## config.mk

```make
export PLATFORM = sky130hd
export DESIGN_NAME = reward_tx_framer
export DESIGN_NICKNAME = d
export VERILOG_FILES = /design/src/rtl/eer_rl_pkg.sv /design/src/rtl/reward_pkt_slot2.sv /design/src/rtl/reward_tx_framer.sv
export SDC_FILE = /design/constraint.sdc
export NUM_CORES = 1
export LEC_CHECK = 0
export CAP_MARGIN = 20
export CORE_MARGIN = 3
export CORE_UTILIZATION = 45
export CTS_CLUSTER_DIAMETER = 120
export DETAILED_ROUTE_END_ITERATION = 7
export GPL_ROUTABILITY_DRIVEN = 0
export PLACE_DENSITY = 0.66
export SLEW_MARGIN = 20
export SYNTH_ARGS = -nofsm -noshare
export SYNTH_HDL_FRONTEND = slang
export SYNTH_SLANG_ARGS = --single-unit
```

## constraint.sdc

```tcl
create_clock -name clk -period 2.9 [get_ports clk]
set_input_delay 0.435 -clock clk [delete_from_list [all_inputs] [get_ports clk]]
set_output_delay 0.435 -clock clk [all_outputs]
set_load 0.01 [all_outputs]
```

## src/rtl/eer_rl_pkg.sv

```systemverilog
// Shared types and constants for the reward-stage TX framer.
package eer_rl_pkg;

    localparam int unsigned WORD_WIDTH = 16;
    localparam int unsigned DROP_CW    = 8;
    localparam int unsigned TYPE_W     = 3;
    localparam int unsigned FRAME_LEN  = 10;
    localparam int unsigned CNT_W      = 4;

    localparam logic [7:0]       SYNC_BYTE = 8'hA5;
    localparam logic [CNT_W-1:0] LAST_IDX  = CNT_W'(FRAME_LEN - 1);

    typedef enum logic [TYPE_W-1:0] {
        PKT_INVALID = 3'd0,
        PKT_HELLO   = 3'd1,
        PKT_CH_ADV  = 3'd2,
        PKT_JOIN    = 3'd3,
        PKT_DATA    = 3'd4,
        PKT_REWARD  = 3'd5,
        PKT_ACK     = 3'd6,
        PKT_RSVD    = 3'd7
    } pkt_type_t;

    typedef struct packed {
        pkt_type_t             ptype;
        logic [WORD_WIDTH-1:0] src_id;
        logic [WORD_WIDTH-1:0] dst_id;
        logic [WORD_WIDTH-1:0] src_hops;
        logic [WORD_WIDTH-1:0] energy;
        logic [WORD_WIDTH-1:0] q_value;
        logic [WORD_WIDTH-1:0] chosen_ch;
        logic [WORD_WIDTH-1:0] hops_from_ch;
        logic [WORD_WIDTH-1:0] timeslot;
    } reward_pkt_t;

    typedef enum logic {
        IDLE = 1'b0,
        SEND = 1'b1
    } framer_state_t;

    // Payload words W0..W8; the checksum word is supplied by the framer.
    function automatic logic [WORD_WIDTH-1:0] frame_word(input reward_pkt_t pkt,
                                                         input logic [CNT_W-1:0] idx);
        logic [WORD_WIDTH-1:0] w;
        w = '0;
        case (idx)
            4'd0:    w = {pkt.ptype, 5'(FRAME_LEN), SYNC_BYTE};
            4'd1:    w = pkt.src_id;
            4'd2:    w = pkt.dst_id;
            4'd3:    w = pkt.src_hops;
            4'd4:    w = pkt.energy;
            4'd5:    w = pkt.q_value;
            4'd6:    w = pkt.chosen_ch;
            4'd7:    w = pkt.hops_from_ch;
            4'd8:    w = pkt.timeslot;
            default: w = '0;
        endcase
        return w;
    endfunction

endpackage

```

## src/rtl/reward_pkt_slot2.sv

```systemverilog
// Two-entry in-order packet store: active slot feeds the framer, pending slot queues one more.
module reward_pkt_slot2
    import eer_rl_pkg::*;
(
    input  logic        clk,
    input  logic        nrst,
    input  logic        push,
    input  reward_pkt_t push_pkt,
    input  logic        pop,
    output reward_pkt_t act_pkt,
    output logic        act_full,
    output logic        pend_full
);

    reward_pkt_t pend_pkt;

    // A push alongside a pop lands wherever the post-pop occupancy leaves room.
    always_ff @(posedge clk) begin
        if (!nrst) begin
            act_pkt   <= '0;
            pend_pkt  <= '0;
            act_full  <= 1'b0;
            pend_full <= 1'b0;
        end else if (pop && pend_full) begin
            act_pkt   <= pend_pkt;
            pend_full <= push;
            if (push) begin
                pend_pkt <= push_pkt;
            end
        end else if (pop) begin
            act_full <= push;
            if (push) begin
                act_pkt <= push_pkt;
            end
        end else if (push && !act_full) begin
            act_full <= 1'b1;
            act_pkt  <= push_pkt;
        end else if (push && !pend_full) begin
            pend_full <= 1'b1;
            pend_pkt  <= push_pkt;
        end
    end

endmodule

```

## src/rtl/reward_tx_framer.sv

```systemverilog
// Captures reward-stage packets and serialises them as 10-word frames over a valid/ready link.
module reward_tx_framer
    import eer_rl_pkg::*;
(
    input  logic                  clk,
    input  logic                  nrst,
    input  logic                  reward_done,
    input  logic [TYPE_W-1:0]     rPacketType,
    input  logic [WORD_WIDTH-1:0] rSourceID,
    input  logic [WORD_WIDTH-1:0] rDestinationID,
    input  logic [WORD_WIDTH-1:0] rSourceHops,
    input  logic [WORD_WIDTH-1:0] rEnergyLeft,
    input  logic [WORD_WIDTH-1:0] rQValue,
    input  logic [WORD_WIDTH-1:0] rChosenCH,
    input  logic [WORD_WIDTH-1:0] rHopsFromCH,
    input  logic [WORD_WIDTH-1:0] rTimeslot,
    input  logic                  tx_ready,
    output logic [WORD_WIDTH-1:0] tx_data,
    output logic                  tx_valid,
    output logic                  tx_sof,
    output logic                  tx_eof,
    output logic                  busy,
    output logic                  drop_pulse,
    output logic [DROP_CW-1:0]    drop_count
);

    framer_state_t         state, state_n;
    logic [CNT_W-1:0]      cnt, cnt_n, cnt_inc;
    logic [WORD_WIDTH-1:0] csum, csum_n;
    logic [WORD_WIDTH-1:0] data_n;
    logic                  valid_n, sof_n, eof_n;
    logic                  pop, capture, drop;
    logic                  act_full, pend_full;
    reward_pkt_t           pkt_in, act_pkt;

    always_comb begin
        pkt_in              = '0;
        pkt_in.ptype        = pkt_type_t'(rPacketType);
        pkt_in.src_id       = rSourceID;
        pkt_in.dst_id       = rDestinationID;
        pkt_in.src_hops     = rSourceHops;
        pkt_in.energy       = rEnergyLeft;
        pkt_in.q_value      = rQValue;
        pkt_in.chosen_ch    = rChosenCH;
        pkt_in.hops_from_ch = rHopsFromCH;
        pkt_in.timeslot     = rTimeslot;
    end

    // Admission uses pre-edge occupancy, so a full store drops even while popping.
    assign capture = reward_done && (rPacketType != '0) && !(act_full && pend_full);
    assign drop    = reward_done && !capture;
    assign busy    = act_full || pend_full;

    reward_pkt_slot2 u_slots (
        .clk       (clk),
        .nrst      (nrst),
        .push      (capture),
        .push_pkt  (pkt_in),
        .pop       (pop),
        .act_pkt   (act_pkt),
        .act_full  (act_full),
        .pend_full (pend_full)
    );

    always_ff @(posedge clk) begin
        if (!nrst) begin
            state      <= IDLE;
            cnt        <= '0;
            csum       <= '0;
            tx_data    <= '0;
            tx_valid   <= 1'b0;
            tx_sof     <= 1'b0;
            tx_eof     <= 1'b0;
            drop_pulse <= 1'b0;
            drop_count <= '0;
        end else begin
            state      <= state_n;
            cnt        <= cnt_n;
            csum       <= csum_n;
            tx_data    <= data_n;
            tx_valid   <= valid_n;
            tx_sof     <= sof_n;
            tx_eof     <= eof_n;
            drop_pulse <= drop;
            if (drop && (drop_count != '1)) begin
                drop_count <= DROP_CW'(drop_count + 1'b1);
            end
        end
    end

    // Next-state and next-output logic; outputs are loaded one cycle ahead.
    always_comb begin
        state_n = state;
        cnt_n   = cnt;
        csum_n  = csum;
        data_n  = tx_data;
        valid_n = tx_valid;
        sof_n   = tx_sof;
        eof_n   = tx_eof;
        pop     = 1'b0;
        cnt_inc = CNT_W'(cnt + 1'b1);

        unique case (state)
            IDLE: begin
                if (act_full) begin
                    state_n = SEND;
                    cnt_n   = '0;
                    csum_n  = '0;
                    valid_n = 1'b1;
                    data_n  = frame_word(act_pkt, '0);
                    sof_n   = 1'b1;
                    eof_n   = 1'b0;
                end
            end
            SEND: begin
                if (!tx_valid) begin
                    // Gap cycle after a frame: restart with the promoted pending packet.
                    cnt_n   = '0;
                    csum_n  = '0;
                    valid_n = 1'b1;
                    data_n  = frame_word(act_pkt, '0);
                    sof_n   = 1'b1;
                    eof_n   = 1'b0;
                end else if (tx_ready) begin
                    if (cnt == LAST_IDX) begin
                        pop     = 1'b1;
                        cnt_n   = '0;
                        valid_n = 1'b0;
                        data_n  = '0;
                        sof_n   = 1'b0;
                        eof_n   = 1'b0;
                        state_n = pend_full ? SEND : IDLE;
                    end else begin
                        csum_n = csum ^ tx_data;
                        cnt_n  = cnt_inc;
                        sof_n  = 1'b0;
                        eof_n  = (cnt_inc == LAST_IDX);
                        data_n = (cnt_inc == LAST_IDX) ? csum_n : frame_word(act_pkt, cnt_inc);
                    end
                end
            end
            default: state_n = IDLE;
        endcase
    end

endmodule

```

==> Yosys cells after proc, flatten, opt, wreduce, memory -nomap -nowiden <==
Cells that the tools add are included.
{ "classes": {"add_sub_neg": 2, "n_eq_ne": 18, "mux": 54, "bitwise_logic": 3, "n_reduce_logical": 24} }
{ "ops": {"columns": ["cell", "n"], "rows": [
  ["131-bit 2-to-1 mux", 8],
  ["16-bit 2-to-1 mux", 9],
  ["16-bit case mux with 9 select lines", 1],
  ["16-bit case mux with 2 select lines", 2],
  ["1-bit 2-to-1 mux", 25],
  ["4-bit by 3-bit equality test with 1-bit output (second input constant)", 4],
  ["4-bit 2-to-1 mux", 4],
  ["16-bit XOR", 1],
  ["4-bit equality test (second input constant)", 3],
  ["3-bit inequality test (second input constant)", 3],
  ["8-bit by 1-bit adder with 8-bit output (second input constant)", 1],
  ["4-bit by 2-bit equality test with 1-bit output (second input constant)", 2],
  ["1-bit logical AND", 8],
  ["8-bit inequality test (second input constant)", 1],
  ["1-bit case mux with 2 select lines", 4],
  ["4-bit case mux with 2 select lines", 1],
  ["2-bit AND reduction", 3],
  ["3-bit AND reduction", 2],
  ["3-bit nonzero test", 2],
  ["4-bit by 1-bit adder with 4-bit output (second input constant)", 1],
  ["4-bit by 1-bit equality test with 1-bit output (second input constant)", 1],
  ["1-bit zero test", 4],
  ["4-bit zero test", 1],
  ["2-bit by 1-bit inequality test with 1-bit output (second input constant)", 2],
  ["other kinds (5)", 8]
]} }
{ "totals": {"reg_bits": 313, "in_bits": 135, "output_inout_bits": 29, "word_cells": 130} }

==> Longest topological paths before layout <==
{ "depth": {"depth_word": 8, "depth_mapped": 11, "depth_no_buf": 8} }

==> By module <==
A second synthesis with hierarchy kept.
{ "unflattened": {"hier_cells": 1904, "hier_area_um2": 15423.5} }
{ "by_module_without_submodules": {"columns": ["mod", "instances", "cells_per_inst", "area_each_um2", "seq_area_each_um2"], "rows": [
  ["reward_pkt_slot2", 1, 1328, 11075.6, 5285.1],
  ["reward_tx_framer", 1, 576, 4347.9, 980.9]
]} }

==> Least setup slack after synthesis <==
Ideal clock, no wire load.
{ "synth_timing": {"path_kind": "reg-to-reg", "start": "register cnt[0]", "end": "register tx_data[14]", "setup_time_ps": 130, "arrival_time_ps": 2183, "required_time_ps": 2770, "setup_slack_ps": 586, "stages_incl_launch_ff": 10, "synth_period_minus_slack_ps": 2314, "cell_sequence": "dfxtp_1 > inv_1 > ha_1 > clkbuf_1 > clkbuf_1 > a222oi_1 > o32ai_1 > a221o_1 > nor4_1 > o22ai_1"} }
{ "synth_between": {"elab_chain_len": 8, "elab_cells_between_ends": 18} }
{ "synth_lines": {"columns": ["element", "line", "rtl"], "rows": [
  ["start: declaration", "reward_tx_framer.sv:28", "logic [CNT_W-1:0] cnt, cnt_n, cnt_inc;"],
  ["start signal: assignment", "reward_tx_framer.sv:78", "cnt <= cnt_n;"],
  ["4-bit by 1-bit adder with 4-bit output", "reward_tx_framer.sv:101", "cnt_inc = CNT_W'(cnt + 1'b1);"],
  ["4-bit equality test (tied with other cells)", "eer_rl_pkg.sv:46", "case (idx)"],
  ["16-bit case mux with 9 select lines", "eer_rl_pkg.sv:46", null],
  ["16-bit 2-to-1 mux", "reward_tx_framer.sv:138", "data_n = (cnt_inc == LAST_IDX) ? csum_n : frame_word(act_pkt, cnt_inc);"],
  ["16-bit 2-to-1 mux (*)", "reward_tx_framer.sv:125", "if (cnt == LAST_IDX) begin"],
  ["16-bit 2-to-1 mux (*)", "reward_tx_framer.sv:124", "end else if (tx_ready) begin"],
  ["16-bit 2-to-1 mux (*)", "reward_tx_framer.sv:116", "if (!tx_valid) begin"],
  ["16-bit case mux with 2 select lines (*)", "reward_tx_framer.sv:103", "unique case (state)"],
  ["end signal: assignment", "reward_tx_framer.sv:80", "tx_data <= data_n;"],
  ["end: declaration", "reward_tx_framer.sv:18", "output logic [WORD_WIDTH-1:0] tx_data,"]
]} }
Mark *: on every way between the ends. The rest lies on a longest branch, timed or not. The select of a mux whose other input is x is not followed.
A chain may end at the register's enable or synchronous reset.

==> Worst setup path after layout <==
{ "layout_timing": {"start": "register cnt[1]", "end": "register tx_data[13]"} }
The elaborated chain is that of the path after synthesis.

==> out/metrics.csv <==
stage,metric,value,unit
outcome,status,"finished, final reports clean",
layout,finalNetCount,1966,
critical_path,setup.worst_path.start_class,register,
floorplanning,floorplan.die_area,0.0342,mm^2
synth,ys_dominant_reg_cell,dfxtp_1,
sta,final_setup_fails,0,
synth,synthesis.nets,1853,
cts,cts_post_setup_buffers_inserted,0,
placed_design,total_instance_count_after_detailed_placement,2182,
critical_path,worst_setup_path_class,reg2reg,
floorplanning,placementRows,64,
grt,largest_net_degree_at_the_start_of_global_routing,133,
grt,globalRouteTotalUtil,24.2,%
cts,cts_max_level,2,
synth,synth_edf_count,0,
sta,timing.slew.headroom,45.1,%
cts,clockRootBuffer,clkbuf_16,
route,via_per_inst,5.77,
run,cap_violations,0,
layout,fillerInstances,2800,
grt,vias_in_the_first_global_route,11900,
sta,drv_slew,0,
sta,post-route-worst-setup-slack,172,ps
power_and_ir_drop,power.share.sequential,45.7,%
hold_path,worst_hold_path_type,reg2reg,
critical_path,cp_data_arrival_time,3110,ps
sta,final.setup_skew,17.6,ps
synth,flop_and_latch_count_out_of_synthesis,313,
sta,final_hold_viol_count,0,
synth,syn-instance-count,1711,
power_and_ir_drop,report.power.total,10.6,mW
layout,layout_common_cells,"321 x nand2_1, 313 x dfxtp_1, 173 x nor2_1, 166 x a21oi_1, 163 x clkdlybuf4s50_1",
critical_path,cp_max_fo,10,
cts,clock_latency,510,ps
synth,async_reset_ff_share,0,%
cts,cts_tree,yes,
cts,path_clk_slew,60,ps
floorplanning,dieWidth,185,um
sta,setup_total_negative_slack,0,ps
route,detail_route.drc_violations,0,
placed_design,port_buffers,163,
power_and_ir_drop,vdd.ir_drop.worst,398,uV
power_and_ir_drop,p_int,7.91,mW
synth,syn-cell-area,0.0144,mm^2
critical_path,timing.critical_path.slowest_cell_delay,520,ps
sta,finalCriticalPeriod,2730,ps
sta,period_share,94.1,%
synth,post_synth_num_cell_types,71,
floorplanning,initial_utilization,46.3,%
route,iteration_0_drc_markers,1275,
cts,numClockSinks,313,
route,post_drt_wl_per_cell,19.0,um
layout,most_common_cell_after_layout_fill_and_taps_aside,nand2_1,
critical_path,timing.critical_path.required,3290,ps
synth,yosysWarnings,0,
power_and_ir_drop,leakage,7.12,nW
sta,tightest_slew,824,ps
critical_path,regToRegSetupSlack,170,ps
power_and_ir_drop,combPwrFrac,12.7,%
power_and_ir_drop,p_sw_share,25.7,%
synth,synthTopCellsByArea,"dfxtp_1 44%, mux2i_1 9.2%, nand2_1 8.4%, a211oi_1 7.2%, a21oi_1 5.8%",
layout,antenna-diode-count,0,
critical_path,endpoint_kind,register,
critical_path,crit_slowest_cell,or3b_2,
layout,final_layout_size_suffix_gt1_share,7.36,%
critical_path,cp_top_family,compound AO/OA/AOI/OAI gates,
synth,post_synthesis_area_per_instance,8.41,um^2
layout,fin_cells,2245,
route,via_count,13000,
grt,gr-total-overflow,0,
critical_path,critical_path.cell_chain,inv_1 > ha_1 > a22oi_1 > a32o_1 > o32ai_1 > or3b_2 > a221oi_1 > o2bb2ai_1,
synth,register_area_share_after_synthesis,43.6,%
critical_path,worst-path-buf-inv,1,
grt,grt_pass1_wl,65900,um
layout,synthToLayoutAreaGrowth,22.6,%
power_and_ir_drop,switchingPower,2.74,mW
layout,sequential_cell_area,0.00627,mm^2
layout,finalCoreUtilization,56.8,%
floorplanning,floorplan.io_pins,164,
placed_design,place_ws,101,ps
placed_design,hpwlAfterDp,30200,um
sta,maxClockFrequency,367,MHz
cts,cts_inserted_buffers,36,
power_and_ir_drop,power_per_cell_area,604,mW/mm^2
route,wirelength,42700,um
synth,synth_largest_type_area_fraction,43.6,%
route,first_pass_iters,6,
sta,setup_repair_after_global_routing_missed_its_margin,no,
floorplanning,floorplan.core_area,0.0311,mm^2
cts,clock_tree.buffer_depth,3,
synth,netlist.top_cell.by_area,dfxtp_1,
layout,multi_input_area,0.00741,mm^2
route,route.antenna.remaining_nets,0,
floorplanning,die_y,185,um
grt,antenna_violations_before_repair,0,
power_and_ir_drop,clockPowerShare,41.6,%
[cells by family (layout without fill, tap and decap cells)]
logic type | after synthesis | after routing | share of synthesized area, %
AO/OA/AOI/OAI | 490 | 490 | 22.9
multiplexers | 133 | 133 | 9.26
AND/OR/NAND/NOR | 597 | 597 | 17.8
XOR/XNOR | 13 | 13 | 0.791
adder cells (fa/ha/maj) | 7 | 7 | 0.609
flip-flops | 313 | 313 | 43.6
buffers and inverters | 158 | 296 | 5.11
[cell usage after synthesis (9+ instances only)]
library cell and count:
a211oi_1 138, a21oi_1 166, a221oi_1 9, a22o_1 20, a22oi_1 30, a31oi_1 15
buf_2 53, buf_6 9, clkbuf_1 77, dfxtp_1 313, mux2i_1 132, nand2_1 321
nand3_1 25, nor2_1 174, nor3b_1 18, o21ai_0 32
[per-layer routing]
| layer | track usage (%) | vias up | share of wire [%] |
|---|---|---|---|
| met2 | 39.0 | 480 | 46 |
| met1 | 33.2 | 6057 | 44 |
| met4 | 7.38 | 0 | 2.7 |
| li1 | - | 6348 | - |
| met3 | 4.50 | 72 | 7.4 |
| met5 | 0 | - | 0 |
[worst min-delay path, stage by stage, from the launching register on]
cell and delay, ps:
dfxtp_1 300, nand2_1 50, a21oi_1 50
[through the flow]
step	cell area, um^2	hold slack, ps
5_1_grt	17600	468
2_1_floorplan	14400	436
3_5_place_dp	16500	446
3_3_place_gp	16500	441
4_1_cts	17600	453
6_report	17600	451
[final timing paths]
kind,start,endpoint,cells past startpoint
worst max-delay path,cnt[1]$_SDFFE_PN0P_,tx_data[13]$_SDFFE_PN0P_,8
worst min-delay path,u_slots.pend_pkt[34]$_SDFFE_PN0P_,u_slots.pend_pkt[34]$_SDFFE_PN0P_,2
worst max register to register,cnt[1]$_SDFFE_PN0P_,tx_data[13]$_SDFFE_PN0P_,8
worst min register to register,u_slots.pend_pkt[34]$_SDFFE_PN0P_,u_slots.pend_pkt[34]$_SDFFE_PN0P_,2
[state kept, by name, summed over array words and instances (netlist names), 4 cells and up]
register and count:
cnt 4, u_slots.act_pkt 131, csum 16, tx_data 16, u_slots.pend_pkt 131, drop_count 8
[power groups by stage]
stage	Clock, mW	Combinational, mW	Sequential, mW
floorplan	0	0.834	4.84
global placement	0	1.31	4.95
detailed placement	0	1.34	4.95
CTS	4.50	1.35	4.86
global route	4.67	1.50	4.89
finish	4.43	1.35	4.87
[layout make-up]
type	count	share of cell area, %
clock inverter	8	0.447
sequential	313	35.5
inverter	9	0.234
timing repair buffer	224	12.8
multi-input combinational	1240	42.0
clock buffer	55	6.20
tap	396	2.81
[repair_timing]
item,in CTS,in global routing
setup endpoints to repair,0,1
hold buffers,0,0
resized for setup,0,2
Note: power is estimated with default switching activity, not from simulation.
